File: config.mk
export PLATFORM = sky130hd
export DESIGN_NAME = uart_cfg_regbank
export DESIGN_NICKNAME = d
export VERILOG_FILES = /design/src/rtl/uart_cfg_pkg.sv /design/src/rtl/uart_cfg_channel.sv /design/src/rtl/uart_cfg_regbank.sv
export SDC_FILE = /design/constraint.sdc
export NUM_CORES = 1
export LEC_CHECK = 0
export CORE_MARGIN = 3
export CORE_UTILIZATION = 35
export DETAILED_ROUTE_END_ITERATION = 6
export PLACE_DENSITY = 0.68
export SKIP_LAST_GASP = 1
export SYNTH_ARGS = -nofsm -noshare
export SYNTH_HDL_FRONTEND = slang
export SYNTH_HIERARCHICAL = 1
export SYNTH_SLANG_ARGS = --single-unit
File: constraint.sdc
create_clock -name clk -period 2.5 [get_ports clk]
set_clock_uncertainty 0.2 [all_clocks]
set_input_delay 0.5 -clock clk [delete_from_list [all_inputs] [get_ports clk]]
set_output_delay 0.5 -clock clk [all_outputs]
set_load 0.005 [all_outputs]
File: src/rtl/uart_cfg_pkg.sv
// Shared register map, STATUS bit positions and CTRL layout for the UART config bank.
// No logic here, so latency and backpressure do not apply.
package uart_cfg_pkg;

    localparam logic [1:0] REG_CTRL   = 2'd0;
    localparam logic [1:0] REG_RATE   = 2'd1;
    localparam logic [1:0] REG_STATUS = 2'd2;
    localparam logic [1:0] REG_RSVD   = 2'd3;

    localparam int STAT_BUSY = 0;
    localparam int STAT_ERR  = 1;
    localparam int STAT_PEND = 2;

    localparam int CTRL_EN_BIT   = 0;
    localparam int CTRL_MODE_LSB = 1;
    localparam int CTRL_MODE_W   = 3;
    localparam int CTRL_W        = CTRL_MODE_LSB + CTRL_MODE_W;

    localparam int RATE_W = 16;

    typedef struct packed {
        logic [CTRL_MODE_W-1:0] mode;
        logic                   enable;
    } ctrl_t;

endpackage

File: src/rtl/uart_cfg_channel.sv
// One channel slice: CTRL, shadow/active rate with commit handshake, pending flag, sticky error.
// State updates on the write edge; commit_pulse one cycle after commit; no backpressure.
module uart_cfg_channel
    import uart_cfg_pkg::*;
#(
    parameter logic [RATE_W-1:0] RST_RATE = 16'd9600
) (
    input  logic              clk,
    input  logic              rst,
    input  logic              ctrl_we,
    input  ctrl_t             ctrl_wdata,
    input  logic              rate_we,
    input  logic [RATE_W-1:0] rate_wdata,
    input  logic              err_clr,
    input  logic              uart_busy,
    input  logic              uart_error,
    input  logic              update_ok,
    output ctrl_t             ctrl_q,
    output ctrl_t             ctrl_n,
    output logic [RATE_W-1:0] shadow_n,
    output logic [RATE_W-1:0] active_q,
    output logic              pending_q,
    output logic              pending_n,
    output logic              err_q,
    output logic              err_n,
    output logic              commit_pulse
);

    logic [RATE_W-1:0] shadow_q;
    logic              commit_now;

    assign commit_now = pending_q & update_ok & ~uart_busy;

    // Next-state values are exported so the top can serve write-through reads.
    // A same-edge RATE write keeps pending set even while the old shadow commits.
    always_comb begin
        ctrl_n    = ctrl_we ? ctrl_wdata : ctrl_q;
        shadow_n  = rate_we ? rate_wdata : shadow_q;
        pending_n = rate_we | (pending_q & ~commit_now);
        err_n     = uart_error | (err_q & ~err_clr);
    end

    always_ff @(posedge clk) begin
        if (rst) begin
            ctrl_q       <= '0;
            shadow_q     <= RST_RATE;
            active_q     <= RST_RATE;
            pending_q    <= 1'b0;
            err_q        <= 1'b0;
            commit_pulse <= 1'b0;
        end else begin
            ctrl_q       <= ctrl_n;
            shadow_q     <= shadow_n;
            pending_q    <= pending_n;
            err_q        <= err_n;
            commit_pulse <= commit_now;
            if (commit_now) begin
                active_q <= shadow_q;
            end
        end
    end

endmodule

File: src/rtl/uart_cfg_regbank.sv
// Multi-channel UART config bank: write decode, wr_err, two independent read ports.
// Read latency 0 (bypassed) or 1 (registered, write-first); writes never stall.
module uart_cfg_regbank
    import uart_cfg_pkg::*;
#(
    parameter int                DATA_WIDTH   = 16,
    parameter int                N_CH         = 2,
    parameter int                ADDR_WIDTH   = 3,
    parameter int                READ_LATENCY = 0,
    parameter logic [RATE_W-1:0] RST_RATE     = 16'd9600
) (
    input  logic                   clk,
    input  logic                   rst,
    input  logic                   wr_en,
    input  logic [ADDR_WIDTH-1:0]  wr_addr,
    input  logic [DATA_WIDTH-1:0]  wr_data,
    output logic                   wr_err,
    input  logic [ADDR_WIDTH-1:0]  rd_addr_a,
    input  logic [ADDR_WIDTH-1:0]  rd_addr_b,
    output logic [DATA_WIDTH-1:0]  rd_data_a,
    output logic [DATA_WIDTH-1:0]  rd_data_b,
    output logic                   rd_valid_a,
    output logic                   rd_valid_b,
    input  logic [N_CH-1:0]        uart_busy,
    input  logic [N_CH-1:0]        uart_error,
    input  logic [N_CH-1:0]        update_ok,
    output logic [N_CH-1:0]        uart_enable,
    output logic [3*N_CH-1:0]      uart_mode,
    output logic [16*N_CH-1:0]     uart_rate,
    output logic [N_CH-1:0]        commit_pulse
);

    localparam int          CH_W     = (ADDR_WIDTH > 2) ? ADDR_WIDTH - 2 : 1;
    localparam int unsigned ADDR_LIM = 4 * N_CH;

    ctrl_t             ctrl_q   [N_CH];
    ctrl_t             ctrl_n   [N_CH];
    logic [RATE_W-1:0] shadow_n [N_CH];
    logic [RATE_W-1:0] active_q [N_CH];
    logic [N_CH-1:0]   pending_q, pending_n, err_q, err_n;
    logic [N_CH-1:0]   ctrl_we, rate_we, err_clr;
    logic              wr_reject;
    logic [CH_W-1:0]   wr_ch;
    logic [1:0]        wr_reg;
    logic              wr_oob;

    assign wr_ch  = CH_W'(wr_addr >> 2);
    assign wr_reg = wr_addr[1:0];
    assign wr_oob = 32'(wr_addr) >= ADDR_LIM;

    always_comb begin
        ctrl_we   = '0;
        rate_we   = '0;
        err_clr   = '0;
        wr_reject = 1'b0;
        if (wr_en) begin
            if (wr_oob || wr_reg == REG_RSVD) begin
                wr_reject = 1'b1;
            end else begin
                for (int c = 0; c < N_CH; c++) begin
                    if (wr_ch == CH_W'(c)) begin
                        case (wr_reg)
                            REG_CTRL: begin
                                // CTRL is frozen while the core is mid-frame
                                if (uart_busy[c]) wr_reject = 1'b1;
                                else              ctrl_we[c] = 1'b1;
                            end
                            REG_RATE:   rate_we[c] = 1'b1;
                            REG_STATUS: err_clr[c] = wr_data[STAT_ERR];
                            default:    ;
                        endcase
                    end
                end
            end
        end
    end

    always_ff @(posedge clk) begin
        if (rst) wr_err <= 1'b0;
        else     wr_err <= wr_reject;
    end

    for (genvar c = 0; c < N_CH; c++) begin : g_ch
        uart_cfg_channel #(.RST_RATE(RST_RATE)) u_ch (
            .clk          (clk),
            .rst          (rst),
            .ctrl_we      (ctrl_we[c]),
            .ctrl_wdata   (ctrl_t'(wr_data[CTRL_W-1:0])),
            .rate_we      (rate_we[c]),
            .rate_wdata   (wr_data[RATE_W-1:0]),
            .err_clr      (err_clr[c]),
            .uart_busy    (uart_busy[c]),
            .uart_error   (uart_error[c]),
            .update_ok    (update_ok[c]),
            .ctrl_q       (ctrl_q[c]),
            .ctrl_n       (ctrl_n[c]),
            .shadow_n     (shadow_n[c]),
            .active_q     (active_q[c]),
            .pending_q    (pending_q[c]),
            .pending_n    (pending_n[c]),
            .err_q        (err_q[c]),
            .err_n        (err_n[c]),
            .commit_pulse (commit_pulse[c])
        );
        assign uart_enable[c]       = ctrl_q[c].enable;
        assign uart_mode[3*c +: 3]  = ctrl_q[c].mode;
        assign uart_rate[16*c +: 16] = active_q[c];
    end

    logic [ADDR_WIDTH-1:0] rd_addr [2];
    logic [DATA_WIDTH-1:0] rd_val  [2];
    logic                  rd_in   [2];

    assign rd_addr[0] = rd_addr_a;
    assign rd_addr[1] = rd_addr_b;

    // CTRL/RATE always read their next-state value: that is the RAW bypass at
    // latency 0 and write-first at latency 1. STATUS reads pre-edge at latency 0.
    always_comb begin
        for (int p = 0; p < 2; p++) begin
            rd_val[p] = '0;
            rd_in[p]  = 1'b0;
            if (32'(rd_addr[p]) < ADDR_LIM) begin
                rd_in[p] = 1'b1;
                for (int c = 0; c < N_CH; c++) begin
                    if (CH_W'(rd_addr[p] >> 2) == CH_W'(c)) begin
                        case (rd_addr[p][1:0])
                            REG_CTRL: rd_val[p][CTRL_W-1:0] = ctrl_n[c];
                            REG_RATE: rd_val[p][RATE_W-1:0] = shadow_n[c];
                            REG_STATUS: begin
                                rd_val[p][STAT_BUSY] = uart_busy[c];
                                if (READ_LATENCY == 0) begin
                                    rd_val[p][STAT_ERR]  = err_q[c];
                                    rd_val[p][STAT_PEND] = pending_q[c];
                                end else begin
                                    rd_val[p][STAT_ERR]  = err_n[c];
                                    rd_val[p][STAT_PEND] = pending_n[c];
                                end
                            end
                            default: ;
                        endcase
                    end
                end
            end
        end
    end

    if (READ_LATENCY == 0) begin : g_rd_comb
        assign rd_data_a  = rd_val[0];
        assign rd_data_b  = rd_val[1];
        assign rd_valid_a = rd_in[0];
        assign rd_valid_b = rd_in[1];
    end else begin : g_rd_reg
        always_ff @(posedge clk) begin
            if (rst) begin
                rd_data_a  <= '0;
                rd_data_b  <= '0;
                rd_valid_a <= 1'b0;
                rd_valid_b <= 1'b0;
            end else begin
                rd_data_a  <= rd_val[0];
                rd_data_b  <= rd_val[1];
                rd_valid_a <= rd_in[0];
                rd_valid_b <= rd_in[1];
            end
        end
    end

endmodule
==> results.sh, run 1 <==
export IMPL_first_global_vias=3574
export IMPL_seq_area_frac_synth_pct=38.6
export IMPL_power_clock_fraction_pct=41.4
export IMPL_status="finished, violations left"
export IMPL_antenna_found_initial=0
export IMPL_synth_xor_xnor_area_share_pct=0
export IMPL_final_area_sq_mm=0.00622
export IMPL_arrival_ns=2.19
export IMPL_synth_fa_ha_area_share_pct=0
export IMPL_die_width_um=114
export IMPL_ys_ff_latch=79
export IMPL_p_sw_mw=0.699
export IMPL_numCtsBuffers=9
export IMPL_ios=111
export IMPL_critPathCaptureType="primary output"
export IMPL_synth_simple_area_share_pct=25.1
export IMPL_failed_checks="setup timing"
export IMPL_cap_violations=0
export IMPL_synth_area_top_cells="dfxtp_1 (39%), mux2i_1 (7.6%), mux2_4 (6.6%)"
export IMPL_final_hold_violation_count=0
export IMPL_ys_warn_count=6
export IMPL_vdd_drop_max_uv=382
export IMPL_nFillCells=983
export IMPL_cts_root_buffer="clkbuf_16"
export IMPL_p_sw_share_pct=23.5
export IMPL_critical_path_class="in2out"
export IMPL_fin_crit_sh_pct=115
export IMPL_synth_top_area_share_pct=38.6
export IMPL_setup_violations=32
export IMPL_synth_ff_type="dfxtp_1"
export IMPL_netlist_instances=420
export IMPL_hold_buffers=0
export IMPL_antenna_left=0
export IMPL_postPlaceCellArea_sq_mm=0.00549
export IMPL_power_leakage_nw=2.55
export IMPL_p_total_mw=2.97
export IMPL_hold_path_class="in2reg"
export IMPL_grt_overflow_total=0
export IMPL_fp_dieH_um=114
export IMPL_fin_cells=729
export IMPL_cts_htree_levels=3
export IMPL_fmax_ghz=0.346
export IMPL_clock_path_buffers=2
export IMPL_fin_crit_ns=2.89
export IMPL_synth_edf_count=0
export IMPL_initial_core_util_pct=36.8
export IMPL_row_count=38
export IMPL_core_sq_mm=0.0111
export IMPL_slew_violations=0
export IMPL_synth_common_cells="dfxtp_1 (79), nand2_1 (50), nor2_1 (42)"
export IMPL_syn_area_per_cell_sq_um=9.74
export IMPL_syn2layout_area_growth_pct=52.1
export IMPL_rsz0062_at_grt="yes"
export IMPL_hpwl_um=8980
export IMPL_setup_ws_ns=-0.387
export IMPL_dieArea_sq_mm=0.0130
export IMPL_grt_pass1_wl_um=19400
export IMPL_drc_errors=0
export IMPL_worstPathMaxFanout=3
export IMPL_synth_compound_area_share_pct=8.16
export IMPL_dp_cells=680
export IMPL_layout_drive_gt1_share_pct=36.8
export IMPL_synth_most_common_cell="dfxtp_1"
export IMPL_pwr_share_seq_pct=43.4
export IMPL_start_kind="input port"
export IMPL_avgRoutedWirePerCell_um=17.5
export IMPL_nNetsFinal=618
export IMPL_via_per_inst=4.95
export IMPL_drt_initial_drc_count=173
export IMPL_num_antenna_cells=0
export IMPL_vias=3608
export IMPL_async_reset_ff_share_pct=0
export IMPL_netlist_area_sq_mm=0.00409
export IMPL_synth_top_family_by_area="simple AND/OR/NAND/NOR gates"
export IMPL_grt_usage_pct=19.1
export IMPL_numClockSinks=79
export IMPL_crit_required_ns=1.80
export IMPL_p_comb_share_pct=15.2
export IMPL_grt_max_degree=40
export IMPL_clkTransAtPathRegs_ns=0.06
export IMPL_drt_pass1_iterations=4
export IMPL_wirelength_um=12700
export IMPL_synth_cell_types=34
export IMPL_io_buffers=108
export IMPL_gp_congestion=0.886
export IMPL_cts_tree="done"
export IMPL_synthMuxAreaShare_pct=21.3
export IMPL_p_per_area_mw_per_mm2=478
export IMPL_p_int_mw=2.27
export IMPL_fin_util_pct=55.9
export IMPL_synth_top_area_cell="dfxtp_1"
export IMPL_clk_latency_ns=0.32
## kinds of logic (layout without fill, tap and decap cells)
group           count (synthesis)  after routing
simple gates                  180            180
flops                          79             79
mux                            73             73
compound gates                 50             50
buf+inv                        37            205
other cells                     1              2
## area by class of cell
type	instances	area (sq um)	area share, %
clock buffers	14	274	4.40
repair buffers	183	1670	26.8
flip-flops and latches	79	1580	25.4
clock inverters	2	13.8	0.221
well taps	140	175	2.81
multi-input cells	305	2490	40.0
inverters	6	22.5	0.362
## power groups by stage
stage                     Combinational [mW]  Clock [mW]  Sequential (mW)
after detailed placement               0.394           0             1.32
after global placement                 0.390           0             1.32
final                                  0.451        1.23             1.29
after floorplan                        0.208           0             1.31
after global routing                   0.476        1.33             1.29
after CTS                              0.428        1.26             1.29
## metal layers
layer | vias to the layer above | routed length, um | track usage [%]
met5 | - | 0 | 0
met4 | 0 | 394 | 8.39
met3 | 29 | 617 | 2.80
met2 | 109 | 5950 | 29.9
met1 | 1716 | 5760 | 26.2
li1 | 1754 | - | -
## registers in the layout, summed over array words and instances, names as in the netlist
name and flops:
g_ch.u_ch/active_q 32, g_ch.u_ch/commit_pulse 2, g_ch.u_ch/ctrl_q 8, g_ch.u_ch/err_q 2, g_ch.u_ch/pending_q 2, g_ch.u_ch/shadow_q 32, wr_err 1
## layout by cell type (no fill, tap or decap), drive strengths merged, types with 2 or more instances in the layout
cell type        n
buf            110
dfxtp           79
clkdlybuf4s50   64
nand2           50
nor2            42
mux2            40
nor2b           40
mux2i           31
a21oi           28
nor3            20
clkbuf          16
or2              9
nand2b           7
dlygate4sd2      6
inv              6
a21o             4
o21bai           3
a2bb2oi          3
a221oi           3
o21ai            3
o221ai           3
and3             3
o32ai            3
nor4             3
mux4             2
conb             2
and3b            2
nand3b           2
clkinv           2
## through the flow
step	hold slack (ns)	setup WS (ns)	TNS (ns)
floorplan	0.229	-0.119	-0.300
global placement	0.244	-1.18	-31.51
detailed placement	0.248	-1.19	-31.90
CTS	0.203	-0.383	-6.80
global route	0.245	-0.436	-9.34
finish	0.237	-0.387	-7.19
## worst paths after layout
| kind | end | slack (ns) | cells past startpoint | start |
|---|---|---|---|---|
| setup / recovery | rd_data_a[3] | -0.39 | 9 | wr_addr[2] |
| hold / removal | wr_err | 0.24 | 3 | wr_addr[1] |
| setup reg to reg | g_ch[0].u_ch/active_q[8] | 1.08 | 3 | g_ch[0].u_ch/pending_q |
| hold reg to reg | g_ch[1].u_ch/active_q[11] | 0.26 | 2 | g_ch[1].u_ch/active_q[11] |
## timing repair
| action | in CTS | in global routing |
|---|---|---|
| endpoints found under the setup margin | 32 | 32 |
| setup buffers | 22 | 12 |
| cloned | 1 | 0 |
| pin swaps | 32 | 33 |
| gates resized for setup | 215 | 19 |
| hold endpoints to repair | 0 | 0 |
## worst max-delay path: stages
cell     delay [ns]
buf_6          0.10
buf_6          0.12
buf_12         0.12
nor3_4         0.19
buf_4          0.14
mux2_4         0.30
mux4_2         0.46
nor2b_1        0.14
buf_2          0.12
No activity file was read; power rests on OpenSTA's default activity.
==> inputs of run 2 (changes only) <==
--- a/config.mk
+++ b/config.mk
@@ -7,7 +7,7 @@
 export LEC_CHECK = 0
 export CORE_MARGIN = 3
-export CORE_UTILIZATION = 35
+export CORE_UTILIZATION = 30
 export DETAILED_ROUTE_END_ITERATION = 6
-export PLACE_DENSITY = 0.68
+export PLACE_DENSITY = 0.61
 export SKIP_LAST_GASP = 1
 export SYNTH_ARGS = -nofsm -noshare
==> constraint.sdc (replaced) <==
create_clock -name clk -period 2.5 [get_ports clk]
set_clock_uncertainty 0.2 [all_clocks]
set_input_delay 0.375 -clock clk [delete_from_list [all_inputs] [get_ports clk]]
set_output_delay 0.375 -clock clk [all_outputs]
set_load 0.005 [all_outputs]
==> run 2 against run 1 <==
  * The flow still finishes with violations (setup timing)
  * Flip-flop and latch count is the same
  * Via count shrank 1.4%
  * Critical endpoint is now rd_data_b[3]
  * Register-to-register slack lost 0.08 ns
  * Clock-buffer cell count is the same
  * Final cell count grew 3.7%
  * Non-clock buffer count shrank 9
  * Critical path depth is the same
  * Cell area grew 0.62%
  * Setup slack gained 0.24 ns
==> results.sh, run 2 (same netlist as run 1, synthesis figures left out) <==
export IMPL_status="finished, violations left"
export IMPL_failed_checks="setup timing"
export IMPL_power_clock_fraction_pct=46.1
export IMPL_num_antenna_cells=0
export IMPL_nNetsFinal=609
export IMPL_start_kind="input port"
export IMPL_drt_pass1_iterations=4
export IMPL_gp_congestion=0.879
export IMPL_pre_cts_ws_ns=-0.871
export IMPL_setup_ws_ns=-0.144
export IMPL_fp_dieH_um=123
export IMPL_fin_crit_sh_pct=106
export IMPL_first_global_vias=3775
export IMPL_final_cell_mix="dfxtp_1 (79), clkdlybuf4s50_1 (69), nand2_1 (49)"
export IMPL_crit_required_ns=1.92
export IMPL_hpwl_um=9270
export IMPL_syn2layout_area_growth_pct=53.0
export IMPL_antenna_left=0
export IMPL_wirelength_um=12600
export IMPL_fmax_ghz=0.378
export IMPL_vias=3556
export IMPL_rsz0062_at_grt="yes"
export IMPL_p_comb_share_pct=13.8
export IMPL_antenna_found_initial=0
export IMPL_cts_tree="done"
export IMPL_slew_limit_headroom_pct=62.8
export IMPL_postPlaceCellArea_sq_mm=0.00553
export IMPL_cts_root_buffer="clkbuf_16"
export IMPL_fin_cells=756
export IMPL_via_per_inst=4.70
export IMPL_final_hold_violation_count=0
export IMPL_arrival_ns=2.07
export IMPL_dieArea_sq_mm=0.0151
export IMPL_core_sq_mm=0.0133
export IMPL_top_regs="g_ch.u_ch/active_q (32), g_ch.u_ch/shadow_q (32), g_ch.u_ch/ctrl_q (8)"
export IMPL_final_area_sq_mm=0.00626
export IMPL_p_per_area_mw_per_mm2=514
export IMPL_rrSetupSlack_ns=1.00
export IMPL_drc_errors=0
export IMPL_ios=111
export IMPL_hp_start="wr_addr[0]"
export IMPL_rr_worst_depth=3
export IMPL_die_width_um=123
export IMPL_avgRoutedWirePerCell_um=16.7
export IMPL_worstMarginPinSlew_ns=0.558
export IMPL_row_count=42
export IMPL_numCtsBuffers=9
export IMPL_initial_core_util_pct=30.8
export IMPL_clk_latency_ns=0.34
export IMPL_rr_startpoint="g_ch[0].u_ch/pending_q"
export IMPL_dp_cells=717
export IMPL_power_leakage_nw=2.49
export IMPL_hold_buffers=0
export IMPL_hold_depth=3
export IMPL_vdd_drop_max_uv=337
export IMPL_hold_path_class="in2reg"
export IMPL_drt_initial_drc_count=161
export IMPL_cts_htree_levels=3
export IMPL_rr_endpoint="g_ch[0].u_ch/active_q[3]"
export IMPL_grt_pass1_wl_um=19700
export IMPL_io_buffers=108
export IMPL_hold_path_end="wr_err"
export IMPL_clkTransAtPathRegs_ns=0.06
export IMPL_numClockSinks=79
export IMPL_layout_commonest_cell="dfxtp_1"
export IMPL_layout_drive_gt1_share_pct=36.0
export IMPL_p_int_mw=2.50
export IMPL_p_sw_share_pct=22.3
export IMPL_p_sw_mw=0.717
export IMPL_clock_path_buffers=2
export IMPL_nFillCells=1271
export IMPL_slew_violations=0
export IMPL_grt_max_degree=28
export IMPL_cap_violations=0
export IMPL_fin_crit_ns=2.64
export IMPL_pwr_share_seq_pct=40.1
export IMPL_grt_overflow_total=0
export IMPL_setup_violations=15
export IMPL_critPathCaptureType="primary output"
export IMPL_grt_usage_pct=17.2
export IMPL_worstPathMaxFanout=5
export IMPL_critical_path_class="in2out"
==> run 2: cell types whose count changed in the layout (fill, tap and decap cells not counted), moves of 3 or more <==
cell and delta:
clkdlybuf4s50_1 +5, clkdlybuf4s15_1 +4, buf_6 -10, dlygate4sd2_1 -3, mux2_2 +3, mux2_4 -3
buf_2 -5
==> run 2: stage by stage <==
stage | hold WS [ns] | util, % | setup TNS, ns | total power, mW
2_1_floorplan | 0.229 | - | 0 | 1.52
3_3_place_gp | 0.247 | 41.6 | -23.21 | 1.71
3_5_place_dp | 0.250 | 41.6 | -24.29 | 1.71
4_1_cts | 0.0926 | 46.1 | -1.34 | 3.24
5_1_grt | 0.106 | 47.1 | -2.61 | 3.35
6_report | 0.104 | 47.1 | -0.949 | 3.22
==> run 2: critical path: stages <==
cell     delay (ns)
buf_8          0.10
buf_6          0.12
nor3_4         0.18
buf_6          0.15
buf_6          0.10
mux2_4         0.31
mux4_2         0.48
nor2b_4        0.14
buf_2          0.12
==> run 2: routing by layer <==
metal | wire length (um) | vias up | GRT usage (%)
li1 | - | 1729 | -
met1 | 5540 | 1683 | 21.3
met2 | 5940 | 120 | 28.6
met3 | 774 | 24 | 4.10
met4 | 344 | 0 | 7.49
met5 | 0 | - | 0
==> run 2: what timing repair did <==
| item | CTS | global route |
|---|---|---|
| gates cloned | 2 | 0 |
| gates resized for setup | 177 | 28 |
| endpoints found under the setup margin | 32 | 31 |
| buffers inserted | 15 | 6 |
| pin swaps | 30 | 17 |
==> run 2: worst max-delay path by stage <==
stage	startpoint	endpoint	slack, ns	depth (start not counted)
2_1_floorplan	wr_en	rd_data_a[3]	0.02	6
3_3_place_gp	wr_en	rd_data_a[3]	-0.88	9
3_5_place_dp	wr_en	rd_data_a[3]	-0.87	9
4_1_cts	wr_en	rd_data_b[3]	-0.16	10
5_1_grt	wr_addr[1]	rd_data_b[3]	-0.20	9
6_report	wr_addr[1]	rd_data_b[3]	-0.14	9
==> run 2: layout make-up <==
type / instances / area (sq um) / area share [%]
clock buffer: 14 / 284 / 4.54
tap: 176 / 220 / 3.52
clock inverter: 2 / 60.1 / 0.959
timing repair buffer: 174 / 1610 / 25.6
sequential: 79 / 1580 / 25.3
multi-input combinational: 305 / 2490 / 39.7
inverter: 6 / 22.5 / 0.360
==> run 2: power by group through the flow <==
stage / combinational [mW] / clock [mW] / sequential, mW
after floorplan: 0.207 / 0 / 1.31
after global placement: 0.395 / 0 / 1.32
after detailed placement: 0.398 / 0 / 1.32
after CTS: 0.424 / 1.52 / 1.29
after global routing: 0.476 / 1.58 / 1.29
final: 0.445 / 1.48 / 1.29
==> inputs of run 3 (changes only) <==
Settings changed: CTS_CLUSTER_SIZE set to 14.
==> results of run 3 <==
The final DEF is identical to that of run 2; final timing and power are the same.
